### config.mk
export PLATFORM = sky130hd
export DESIGN_NAME = ifu_fetch_flat
export DESIGN_NICKNAME = d
export VERILOG_FILES = /design/src/rtl/ifu_fetch_pkg.sv /design/src/rtl/ifu_fetch_if.sv /design/src/rtl/ifu_pc_gen.sv /design/src/rtl/ifu_fetch.sv /design/src/flat_wrapper.sv
export SDC_FILE = /design/constraint.sdc
export NUM_CORES = 1
export LEC_CHECK = 0
export ABC_AREA = 1
export BUFFER_PORTS_ARGS = -buffer_cell sky130_fd_sc_hd__buf_4
export CAP_MARGIN = 15
export CELL_PAD_IN_SITES_DETAIL_PLACEMENT = 0
export CELL_PAD_IN_SITES_GLOBAL_PLACEMENT = 1
export CORE_MARGIN = 2
export CORE_UTILIZATION = 35
export CTS_BUF_LIST = sky130_fd_sc_hd__clkbuf_2 sky130_fd_sc_hd__clkbuf_4 sky130_fd_sc_hd__clkbuf_8
export DETAILED_ROUTE_END_ITERATION = 10
export PLACE_DENSITY = 0.94
export SLEW_MARGIN = 20
export SYNTH_ARGS = -nofsm -noshare
export SYNTH_HDL_FRONTEND = slang
export SYNTH_SLANG_ARGS = --single-unit
### constraint.sdc
create_clock -name clk -period 2.35 [get_ports clk]
set_input_delay 0.705 -clock clk [delete_from_list [all_inputs] [get_ports clk]]
set_output_delay 0.705 -clock clk [all_outputs]
set_load 0.1 [all_outputs]
### src/rtl/ifu_fetch_pkg.sv
// Shared fetch-stage definitions: FSM/PC-select encodings, reset PC, instruction width,
// and the base opcode constants used across the front end.
package ifu_fetch_pkg;

    localparam int unsigned INST_W           = 32;
    localparam logic [31:0] RESET_PC_DEFAULT = 32'h8000_0000;

    localparam logic [6:0] OPC_LUI    = 7'b0110111;
    localparam logic [6:0] OPC_JAL    = 7'b1101111;
    localparam logic [6:0] OPC_JALR   = 7'b1100111;
    localparam logic [6:0] OPC_BRANCH = 7'b1100011;
    localparam logic [6:0] OPC_SYSTEM = 7'b1110011;

    localparam logic [3:0] ALU_ADD = 4'd0;
    localparam logic [3:0] ALU_SUB = 4'd1;

    typedef enum logic [1:0] {
        StIdle = 2'd0,
        StAddr = 2'd1,
        StData = 2'd2,
        StHold = 2'd3
    } fetch_state_e;

    typedef enum logic [1:0] {
        PcHold     = 2'd0,
        PcInc      = 2'd1,
        PcRedirect = 2'd2
    } pc_sel_e;

endpackage

### src/rtl/ifu_fetch_if.sv
// Fetch-stage bus: redirect/stall inputs, imem read channel and decode handshake.
// master = the fetch stage, slave = its environment (execute, memory, decode).
interface ifu_fetch_if import ifu_fetch_pkg::*; #(
    parameter int unsigned XLEN = 32
) ();

    logic              redirect_valid;
    logic [XLEN-1:0]   redirect_pc;
    logic              pipe_stop;

    logic [XLEN-1:0]   imem_araddr;
    logic              imem_arvalid;
    logic              imem_arready;
    logic [INST_W-1:0] imem_rdata;
    logic              imem_rvalid;
    logic              imem_rready;

    logic [INST_W-1:0] inst;
    logic [XLEN-1:0]   pc;
    logic              valid_next;
    logic              ready_next;

    modport master (
        input  redirect_valid, redirect_pc, pipe_stop,
        output imem_araddr, imem_arvalid,
        input  imem_arready, imem_rdata, imem_rvalid,
        output imem_rready,
        output inst, pc, valid_next,
        input  ready_next
    );

    modport slave (
        output redirect_valid, redirect_pc, pipe_stop,
        input  imem_araddr, imem_arvalid,
        output imem_arready, imem_rdata, imem_rvalid,
        input  imem_rready,
        input  inst, pc, valid_next,
        output ready_next
    );

endinterface

### src/rtl/ifu_pc_gen.sv
// Architectural fetch PC register: holds, steps by 4 (wrapping), or loads a redirect target.
module ifu_pc_gen import ifu_fetch_pkg::*; #(
    parameter int unsigned      XLEN     = 32,
    parameter logic [XLEN-1:0]  RESET_PC = XLEN'(RESET_PC_DEFAULT)
) (
    input  logic            clk,
    input  logic            rst_n,
    input  pc_sel_e         pc_sel,
    input  logic [XLEN-1:0] redirect_pc,
    output logic [XLEN-1:0] fetch_pc
);

    logic [XLEN-1:0] pc_q, pc_d;

    always_comb begin
        pc_d = pc_q;
        case (pc_sel)
            PcInc:      pc_d = pc_q + XLEN'(4);
            PcRedirect: pc_d = redirect_pc;
            default:    pc_d = pc_q;
        endcase
    end

    always_ff @(posedge clk) begin
        if (!rst_n) begin
            pc_q <= RESET_PC;
        end else begin
            pc_q <= pc_d;
        end
    end

    assign fetch_pc = pc_q;

endmodule

### src/rtl/ifu_fetch.sv
// Instruction fetch stage: one outstanding imem read, decode handshake, redirect squash.
// Optional IFU_PERF_CNT_EN adds perf_fetch_cnt / perf_stall_cnt outputs.
module ifu_fetch import ifu_fetch_pkg::*; #(
    parameter int unsigned      XLEN     = 32,
    parameter logic [XLEN-1:0]  RESET_PC = XLEN'(RESET_PC_DEFAULT)
) (
    input  logic        clk,
    input  logic        rst_n,
`ifdef IFU_PERF_CNT_EN
    ifu_fetch_if.master bus,
    output logic [31:0] perf_fetch_cnt,
    output logic [31:0] perf_stall_cnt
`else
    ifu_fetch_if.master bus
`endif
);

    fetch_state_e      state_q, state_d;
    logic              drop_q, drop_d;
    logic [INST_W-1:0] inst_q, inst_d;
    logic [XLEN-1:0]   out_pc_q, out_pc_d;
    logic [XLEN-1:0]   fetch_pc;
    pc_sel_e           pc_sel;
    logic              dec_fire;

    ifu_pc_gen #(
        .XLEN     (XLEN),
        .RESET_PC (RESET_PC)
    ) u_pc_gen (
        .clk         (clk),
        .rst_n       (rst_n),
        .pc_sel      (pc_sel),
        .redirect_pc (bus.redirect_pc),
        .fetch_pc    (fetch_pc)
    );

    assign dec_fire = (state_q == StHold) && bus.ready_next && !bus.pipe_stop;

    always_comb begin
        state_d  = state_q;
        drop_d   = drop_q;
        inst_d   = inst_q;
        out_pc_d = out_pc_q;
        pc_sel   = bus.redirect_valid ? PcRedirect : PcHold;

        case (state_q)
            StIdle: state_d = StAddr;
            StAddr: begin
                // Address accepted in the redirect cycle is still outstanding: drop its data.
                if (bus.imem_arready) begin
                    state_d = StData;
                    drop_d  = bus.redirect_valid;
                end
            end
            StData: begin
                if (bus.imem_rvalid) begin
                    drop_d = 1'b0;
                    if (!bus.redirect_valid && !drop_q) begin
                        inst_d   = bus.imem_rdata;
                        out_pc_d = fetch_pc;
                        state_d  = StHold;
                    end else begin
                        state_d = StAddr;
                    end
                end else if (bus.redirect_valid) begin
                    drop_d = 1'b1;
                end
            end
            StHold: begin
                if (bus.redirect_valid) begin
                    state_d = StAddr;
                end else if (dec_fire) begin
                    pc_sel  = PcInc;
                    state_d = StAddr;
                end
            end
            default: state_d = StIdle;
        endcase
    end

    always_ff @(posedge clk) begin
        if (!rst_n) begin
            state_q  <= StIdle;
            drop_q   <= 1'b0;
            inst_q   <= '0;
            out_pc_q <= '0;
        end else begin
            state_q  <= state_d;
            drop_q   <= drop_d;
            inst_q   <= inst_d;
            out_pc_q <= out_pc_d;
        end
    end

    assign bus.imem_arvalid = (state_q == StAddr);
    assign bus.imem_araddr  = fetch_pc;
    assign bus.imem_rready  = (state_q == StData);
    assign bus.valid_next   = (state_q == StHold);
    assign bus.inst         = inst_q;
    assign bus.pc           = out_pc_q;

`ifdef IFU_PERF_CNT_EN
    logic [31:0] fetch_cnt_q, stall_cnt_q;

    always_ff @(posedge clk) begin
        if (!rst_n) begin
            fetch_cnt_q <= '0;
            stall_cnt_q <= '0;
        end else begin
            if (dec_fire) begin
                fetch_cnt_q <= fetch_cnt_q + 32'd1;
            end
            if (bus.valid_next && !dec_fire) begin
                stall_cnt_q <= stall_cnt_q + 32'd1;
            end
        end
    end

    assign perf_fetch_cnt = fetch_cnt_q;
    assign perf_stall_cnt = stall_cnt_q;
`endif

endmodule

### src/flat_wrapper.sv
// flat-port wrapper written by rule: the top's interface ports become plain ports
module ifu_fetch_flat import ifu_fetch_pkg::*;
#(
    parameter int unsigned      XLEN     = 32,
    parameter logic [XLEN-1:0]  RESET_PC = XLEN'(RESET_PC_DEFAULT)
)
  (clk, rst_n, bus_redirect_valid, bus_redirect_pc, bus_pipe_stop, bus_imem_araddr, bus_imem_arvalid, bus_imem_arready, bus_imem_rdata, bus_imem_rvalid, bus_imem_rready, bus_inst, bus_pc, bus_valid_next, bus_ready_next);
  ifu_fetch_if #(.XLEN(XLEN)) bus_i ();
  input  logic clk;
  input  logic rst_n;
  input wire logic [$bits(bus_i.redirect_valid)-1:0] bus_redirect_valid;
  input wire logic [$bits(bus_i.redirect_pc)-1:0] bus_redirect_pc;
  input wire logic [$bits(bus_i.pipe_stop)-1:0] bus_pipe_stop;
  output wire logic [$bits(bus_i.imem_araddr)-1:0] bus_imem_araddr;
  output wire logic [$bits(bus_i.imem_arvalid)-1:0] bus_imem_arvalid;
  input wire logic [$bits(bus_i.imem_arready)-1:0] bus_imem_arready;
  input wire logic [$bits(bus_i.imem_rdata)-1:0] bus_imem_rdata;
  input wire logic [$bits(bus_i.imem_rvalid)-1:0] bus_imem_rvalid;
  output wire logic [$bits(bus_i.imem_rready)-1:0] bus_imem_rready;
  output wire logic [$bits(bus_i.inst)-1:0] bus_inst;
  output wire logic [$bits(bus_i.pc)-1:0] bus_pc;
  output wire logic [$bits(bus_i.valid_next)-1:0] bus_valid_next;
  input wire logic [$bits(bus_i.ready_next)-1:0] bus_ready_next;
  assign bus_i.redirect_valid = bus_redirect_valid;
  assign bus_i.redirect_pc = bus_redirect_pc;
  assign bus_i.pipe_stop = bus_pipe_stop;
  assign bus_imem_araddr = bus_i.imem_araddr;
  assign bus_imem_arvalid = bus_i.imem_arvalid;
  assign bus_i.imem_arready = bus_imem_arready;
  assign bus_i.imem_rdata = bus_imem_rdata;
  assign bus_i.imem_rvalid = bus_imem_rvalid;
  assign bus_imem_rready = bus_i.imem_rready;
  assign bus_inst = bus_i.inst;
  assign bus_pc = bus_i.pc;
  assign bus_valid_next = bus_i.valid_next;
  assign bus_i.ready_next = bus_ready_next;
  ifu_fetch #(.XLEN(XLEN), .RESET_PC(RESET_PC)) u_core (.clk(clk), .rst_n(rst_n), .bus(bus_i));
endmodule
== After elaboration in Yosys (flattened, before gate mapping) ==
Cells that the tools add are included.
Storage, ports and cells
  flip-flop bits (word level): 99
  output and inout port bits: 99
  word-level logic and storage cells: 42
  bits of input ports: 71
Cells by class
  add/sub/neg operators: 1
  reduce and logical (&&, ||, !) cells: 12
  equal/unequal tests: 9
  muxes and demuxes: 15
Operators by type and width (number)
  case mux 32 bit (2 select lines): 1
  adder 32 x 3 -> 32 bit, second input constant: 1
  two-way mux 2 bit: 9
  AND reduction 3 bit: 3
  case mux 2 bit (4 select lines): 1
  == test 2 bit, second input constant: 3
  == test 2 x 1 -> 1 bit, second input constant: 2
  nonzero test 2 bit: 2
  logical AND 1 bit: 3
  logical NOT 1 bit: 3
  two-way mux 1 bit: 3
  != test 3 x 2 -> 1 bit, second input constant: 1
  != test 3 bit, second input constant: 1
  logical NOT 2 bit: 1
  != test 2 x 1 -> 1 bit, second input constant: 1
  != test 2 bit, second input constant: 1
  case mux 1 bit (2 select lines): 1

== Depth between registers and ports, before layout ==
  word-level depth: 8
  mapped depth: 10
  depth with buffers taken out: 10

== Hierarchy ==
A second synthesis with hierarchy kept.
Second synthesis, totals
  cells, all modules: 735
  area total of the unflattened synthesis: 4837.1 µm²
Modules (own cells, without submodules)
  ifu_fetch: sequential area each 1341.3 µm², cells an instance 323, instances 1, area an instance 2496.1 µm²
  ifu_pc_gen: sequential area each 640.6 µm², cells an instance 412, instances 1, area an instance 2341.0 µm²

== Worst setup path before layout ==
OpenSTA, ideal clock, no wires.
  path kind: register to register
  start: register u_core.state_q[0]
  end: register u_core.u_pc_gen.pc_q[22] (netlist: u_core.u_pc_gen.fetch_pc[22])
  arrival time: 2.365 ns
  setup time: 0.132 ns
  required time: 2.218 ns
  clock period less this slack: 2.497 ns
  cell stages (with the launch flop): 9
  setup slack: -0.147 ns
  buffers on the path: 2
  cells stage by stage: dfxtp_1 -> ha_1 -> nand4_1 -> ha_1 -> clkbuf_1 -> clkbuf_1 -> nor2_1 -> nand2_1 -> a21oi_1
Between the ends
  longest elaborated chain between the ends: 8
  elaborated cells between the ends (all ways): 10
  classes of those cells: eq/ne (3); mux (4); reduce/logical (3)
Ends and longest elaborated chain
  start, declared: line ifu_fetch.sv:18  | fetch_state_e state_q, state_d;
  start signal, assigned: line ifu_fetch.sv:83  | state_q <= StIdle;
  start signal, assigned: line ifu_fetch.sv:88  | state_q <= state_d;
  == test 2 bit (*)
  via bus_valid_next: line flat_wrapper.sv:22  | output wire logic [$bits(bus_i.valid_next)-1:0] bus_valid_next;
  logical AND 1 bit (2 in a row): line ifu_fetch.sv:37  | assign dec_fire = (state_q == StHold) && bus.ready_next && !bus.pipe_stop;
  two-way mux 2 bit: line ifu_fetch.sv:72  | end else if (dec_fire) begin
  two-way mux 2 bit: line ifu_fetch.sv:70  | if (bus.redirect_valid) begin
  two-way mux 2 bit (*): line ifu_fetch.sv:46  | case (state_q)
  == test 2 bit or == test 2 x 1 -> 1 bit (tied branches): line ifu_pc_gen.sv:17  | case (pc_sel)
  case mux 32 bit (2 select lines) or nonzero test 2 bit (tied branches)
  end signal, assigned: line ifu_pc_gen.sv:28  | pc_q <= pc_d;
  end, declared: line ifu_pc_gen.sv:13  | logic [XLEN-1:0] pc_q, pc_d;
Mark *: on every way through the listed nets, which the timed path passes. The rest lies on a longest branch.
A chain may end at the register's enable or synchronous reset.

== Final worst setup path ==
  start: register u_core.state_q[0]
  end: output port bus_imem_rready
Between the ends
  longest elaborated chain between the ends: 1
Ends and longest elaborated chain
  == test 2 bit: line ifu_fetch.sv:97  | assign bus.imem_rready = (state_q == StData);
  end, declared: line flat_wrapper.sv:19  | output wire logic [$bits(bus_i.imem_rready)-1:0] bus_imem_rready;
Every way passes these cells.

==> report_table.html <==
<table>
<tr><th>Metric</th><th>Value</th></tr>
<tr><th colspan="2">Setup path</th></tr>
<tr><td>Endpoint of the most critical setup path</td><td>bus_imem_rready</td></tr>
<tr><td>Crit start category</td><td>flop</td></tr>
<tr><td>Maximum single-stage delay on the critical path</td><td>360 ps</td></tr>
<tr><td>Beginning of the worst register-to-register path</td><td>u_core.state_q[0]</td></tr>
<tr><td>Internal reg-to-reg setup slack</td><td>540 ps</td></tr>
<tr><td>Cells traversed along the worst timing path</td><td>inv_1 &gt; ha_1 &gt; buf_4</td></tr>
<tr><td>Timing startpoint of the critical path</td><td>u_core.state_q[0]</td></tr>
<tr><td>Endpoint class of the critical path</td><td>output pin</td></tr>
<tr><td>Crit-path slowest cell</td><td>sky130_fd_sc_hd__dfxtp_1</td></tr>
<tr><td>Worst EP arrival</td><td>1460 ps</td></tr>
<tr><td>Required time at the endpoint of the critical path</td><td>about 1600 ps</td></tr>
<tr><td>End of the worst register-to-register path</td><td>u_core.u_pc_gen.fetch_pc[7]</td></tr>
<tr><td>Number of cells on the worst reg-to-reg path</td><td>7</td></tr>
<tr><td>CP Max Fanout</td><td>5</td></tr>
<tr><td>Startpoint-to-endpoint class of the critical path</td><td>reg -&gt; out</td></tr>
<tr><th colspan="2">Clock tree</th></tr>
<tr><td>Clock tree from TritonCTS</td><td>yes</td></tr>
<tr><td>CTS max path bufs</td><td>2</td></tr>
<tr><td>CTS root buffer</td><td>sky130_fd_sc_hd__clkbuf_8</td></tr>
<tr><td>Hold buffers post-CTS</td><td>0</td></tr>
<tr><td>H-Tree Depth</td><td>3</td></tr>
<tr><td>Clock transition at the register clock pins on the worst setup and hold paths after CTS</td><td>90 ps</td></tr>
<tr><td># clock sinks</td><td>99</td></tr>
<tr><td>Num CTS Buffers</td><td>9</td></tr>
<tr><td>CTS-repair resized insts</td><td>0</td></tr>
<tr><td>Setup Buffers After CTS</td><td>0</td></tr>
<tr><td>Clock insertion delay at the later pin of the skew report</td><td>380 ps</td></tr>
<tr><th colspan="2">Global route</th></tr>
<tr><td>Global-route wire length before repair</td><td>approximately 22000 um</td></tr>
<tr><td>Via count of the first global-routing pass</td><td>approximately 4600</td></tr>
<tr><td>Total routing resource utilization after global routing</td><td>18.8%</td></tr>
<tr><td>Antenna violations before repair</td><td>0</td></tr>
<tr><td>Largest net degree at the start of global routing</td><td>93</td></tr>
<tr><td>Overflow after GRT</td><td>0</td></tr>
<tr><th colspan="2">Final layout</th></tr>
<tr><td>Share of cells above drive strength 1</td><td>23.6%</td></tr>
<tr><td>Antenna diode count</td><td>0</td></tr>
<tr><td>Final cell utilization of the core</td><td>48.4%</td></tr>
<tr><td>Most used cells in the layout excluding fill and tap cells</td><td>sky130_fd_sc_hd__buf_4 (174), sky130_fd_sc_hd__nand2_1 (139), sky130_fd_sc_hd__inv_1 (104)</td></tr>
<tr><td>Most common library cell in the layout ignoring fill and taps</td><td>sky130_fd_sc_hd__buf_4</td></tr>
<tr><td>Post-layout net count</td><td>952</td></tr>
<tr><td>Area growth syn-to-layout</td><td>34.0%</td></tr>
<tr><th colspan="2">STA</th></tr>
<tr><td>RSZ-0062 raised after global routing</td><td>no</td></tr>
<tr><td>Aggregate negative setup slack</td><td>0 ps</td></tr>
<tr><td>Max Fclk</td><td>462 MHz</td></tr>
<tr><td>Minimum clock period after layout</td><td>2160 ps</td></tr>
<tr><td>Transition time of the tightest slew-check pin</td><td>between 500 and 600 ps</td></tr>
<tr><td>Final-layout worst hold slack</td><td>447 ps</td></tr>
<tr><td>Max-slew violation count</td><td>0</td></tr>
<tr><td>Post-Route Skew</td><td>around 8.3 ps</td></tr>
<tr><td>Slew headroom</td><td>approximately two thirds</td></tr>
<tr><td>Share of the cycle needed by the critical path after routing</td><td>92.1%</td></tr>
<tr><td>Number of failing hold endpoints at the final stage</td><td>0</td></tr>
<tr><td>Setup violations, final</td><td>0</td></tr>
<tr><th colspan="2">Outcome</th></tr>
<tr><td>Outcome</td><td>complete, no violations</td></tr>
<tr><th colspan="2">Floorplanning</th></tr>
<tr><td>Core ar.</td><td>13300 um2</td></tr>
<tr><td>Num rows</td><td>42</td></tr>
<tr><td>Die Footprint</td><td>14700 um2</td></tr>
<tr><td>Height of the chip</td><td>between 100 and 150 um</td></tr>
<tr><td>Ports</td><td>between 150 and 200</td></tr>
<tr><td>Die span in x</td><td>around 120 um</td></tr>
<tr><td>Initial core utilization</td><td>roughly 36%</td></tr>
<tr><th colspan="2">Route</th></tr>
<tr><td>Initial detailed-routing violation count</td><td>275</td></tr>
<tr><td>Antenna-violating nets left</td><td>0</td></tr>
<tr><td>Remaining DRCs</td><td>0</td></tr>
<tr><td>Detail-routed net length per standard cell</td><td>13.0 um</td></tr>
<tr><td>Via-per-instance ratio</td><td>roughly 4.7</td></tr>
<tr><td>Detailed-route via count</td><td>4933</td></tr>
<tr><td>1st-pass router iterations</td><td>4</td></tr>
<tr><td>WL final</td><td>between 10000 and 15000 um</td></tr>
<tr><th colspan="2">Synthesis</th></tr>
<tr><td>Synth Register Bits</td><td>99</td></tr>
<tr><td>Cell area after synthesis</td><td>4820 um2</td></tr>
<tr><td>Dominant cells by area after synthesis</td><td>sky130_fd_sc_hd__dfxtp_1 (41%), sky130_fd_sc_hd__nand2_1 (11%), sky130_fd_sc_hd__a21oi_1 (11%), sky130_fd_sc_hd__o21ai_0 (8.2%), sky130_fd_sc_hd__inv_1 (8.1%)</td></tr>
<tr><td>Mean cell area of the mapped netlist</td><td>6.65 um2</td></tr>
<tr><td>Post-synthesis cell type with the largest combined area</td><td>sky130_fd_sc_hd__dfxtp_1</td></tr>
<tr><td>Post-synthesis net count</td><td>801</td></tr>
<tr><td>Gate count of the mapped netlist</td><td>roughly 720</td></tr>
<tr><td>Post-synthesis async set-or-reset flop share</td><td>0%</td></tr>
<tr><td>Post-synth EDFFs</td><td>0</td></tr>
<tr><td>Sequential-to-total area share from yosys stat</td><td>41.2%</td></tr>
<tr><td>Syn. warnings</td><td>0</td></tr>
<tr><td>Number of different library cells in the post-synthesis netlist</td><td>32</td></tr>
<tr><td>Most used DFF post-synth</td><td>sky130_fd_sc_hd__dfxtp_1</td></tr>
<tr><td>Share of the synthesized area in the top cell type</td><td>41.2%</td></tr>
<tr><th colspan="2">Place</th></tr>
<tr><td>Placer's final routability congestion estimate</td><td>0.858</td></tr>
<tr><td>Post-DP HPWL</td><td>about 10000 um</td></tr>
<tr><td>Count of port buffers added during placement</td><td>169</td></tr>
<tr><th colspan="2">Power</th></tr>
<tr><td>LEAKAGE</td><td>about 0.0026 uW</td></tr>
<tr><td>Power per Cell Area</td><td>782 nW/um2</td></tr>
<tr><td>Worst supply voltage drop on vdd</td><td>between 300 and 400 uV</td></tr>
<tr><th colspan="2">Hold path</th></tr>
<tr><td>Worst hold stages</td><td>2</td></tr>
<tr><td>Hold/Removal Path Class</td><td>reg -&gt; reg</td></tr>
<tr><th colspan="2">Job</th></tr>
<tr><td>Total of max-cap violations</td><td>0</td></tr>
</table>
-- cells in the mapped netlist (3+ instances only) --
| master | count |
|---|---|
| sky130_fd_sc_hd__inv_1 | 104 |
| sky130_fd_sc_hd__o21ai_0 | 79 |
| sky130_fd_sc_hd__nor2_2 | 5 |
| sky130_fd_sc_hd__nand2_1 | 139 |
| sky130_fd_sc_hd__clkbuf_1 | 26 |
| sky130_fd_sc_hd__nand4_1 | 4 |
| sky130_fd_sc_hd__nor2_1 | 83 |
| sky130_fd_sc_hd__nand3_1 | 40 |
| sky130_fd_sc_hd__a211oi_1 | 3 |
| sky130_fd_sc_hd__ha_1 | 6 |
| sky130_fd_sc_hd__dfxtp_1 | 99 |
| sky130_fd_sc_hd__buf_2 | 6 |
| sky130_fd_sc_hd__or2_0 | 3 |
| sky130_fd_sc_hd__a21oi_1 | 103 |
-- through the flow --
stage	total power [uW]	area, um2	instances	worst slack [ps]
2_1_floorplan	3470	4820	724	92.2
3_3_place_gp	3900	6240	1040	336
3_5_place_dp	3920	6240	1040	294
4_1_cts	5100	6450	1056	176
5_1_grt	5310	6450	1056	121
6_report	5050	6450	1056	186
-- metal layers --
| layer | track usage, % | wire (um) | share of wire [%] | up-vias |
|---|---|---|---|---|
| li1 | - | - | - | 2612 |
| met1 | 23.9 | 6280 | 46 | 2172 |
| met2 | 31.0 | 6280 | 46 | 131 |
| met3 | 5.08 | 904 | 6.6 | 18 |
| met4 | 5.60 | 227 | 1.7 | 0 |
| met5 | 0 | 0 | 0 | - |
-- cell families after synthesis --
logic type      synth area share (%)
xor+xnor                       0.364
fa+ha+maj                       1.56
compound gates                  20.5
simple gates                    24.6
buf+inv                         11.8
flops                           41.2
-- how the worst min path moves through the flow --
| stage | to | startpoint |
|---|---|---|
| floorplan | u_core.drop_q | u_core.drop_q |
| global placement | u_core.bus.pc[4] | u_core.bus.pc[4] |
| detailed placement | u_core.bus.pc[23] | u_core.bus.pc[23] |
| CTS | u_core.bus.pc[23] | u_core.bus.pc[23] |
| global route | u_core.bus.inst[31] | u_core.bus.inst[31] |
| finish | u_core.bus.pc[23] | u_core.bus.pc[23] |
-- layout make-up --
cell class	instances	area (um2)
fill	1423	6890
clock buffer	13	166
clock inverter	3	46.3
timing repair buffer	177	1370
tap	176	220
inverter	105	394
sequential	99	1980
multi-input combinational	483	2280
-- state kept, by name, indices dropped and copies added, names as in the netlist --
| register | cells |
|---|---|
| u_core.bus.inst | 32 |
| u_core.u_pc_gen.fetch_pc | 32 |
| u_core.bus.pc | 32 |
| u_core.drop_q | 1 |
| u_core.state_q | 2 |
-- worst max-delay path: cells and delay by family (launching register included) --
kind / cells / cell delay (ps)
DFF: 1 / 360
buffers and inverters: 2 / 430
adders and majority gates: 1 / 290
-- power by group --
| group | switching [uW] | internal [uW] | leakage, uW |
|---|---|---|---|
| sequential | 130 | 1830 | 0.000805 |
| clock | 600 | 577 | 0.000107 |
| combinational | 1470 | 443 | 0.00173 |
| total | 2200 | 2850 | 0.00264 |
(Power assumes the default switching activity.)
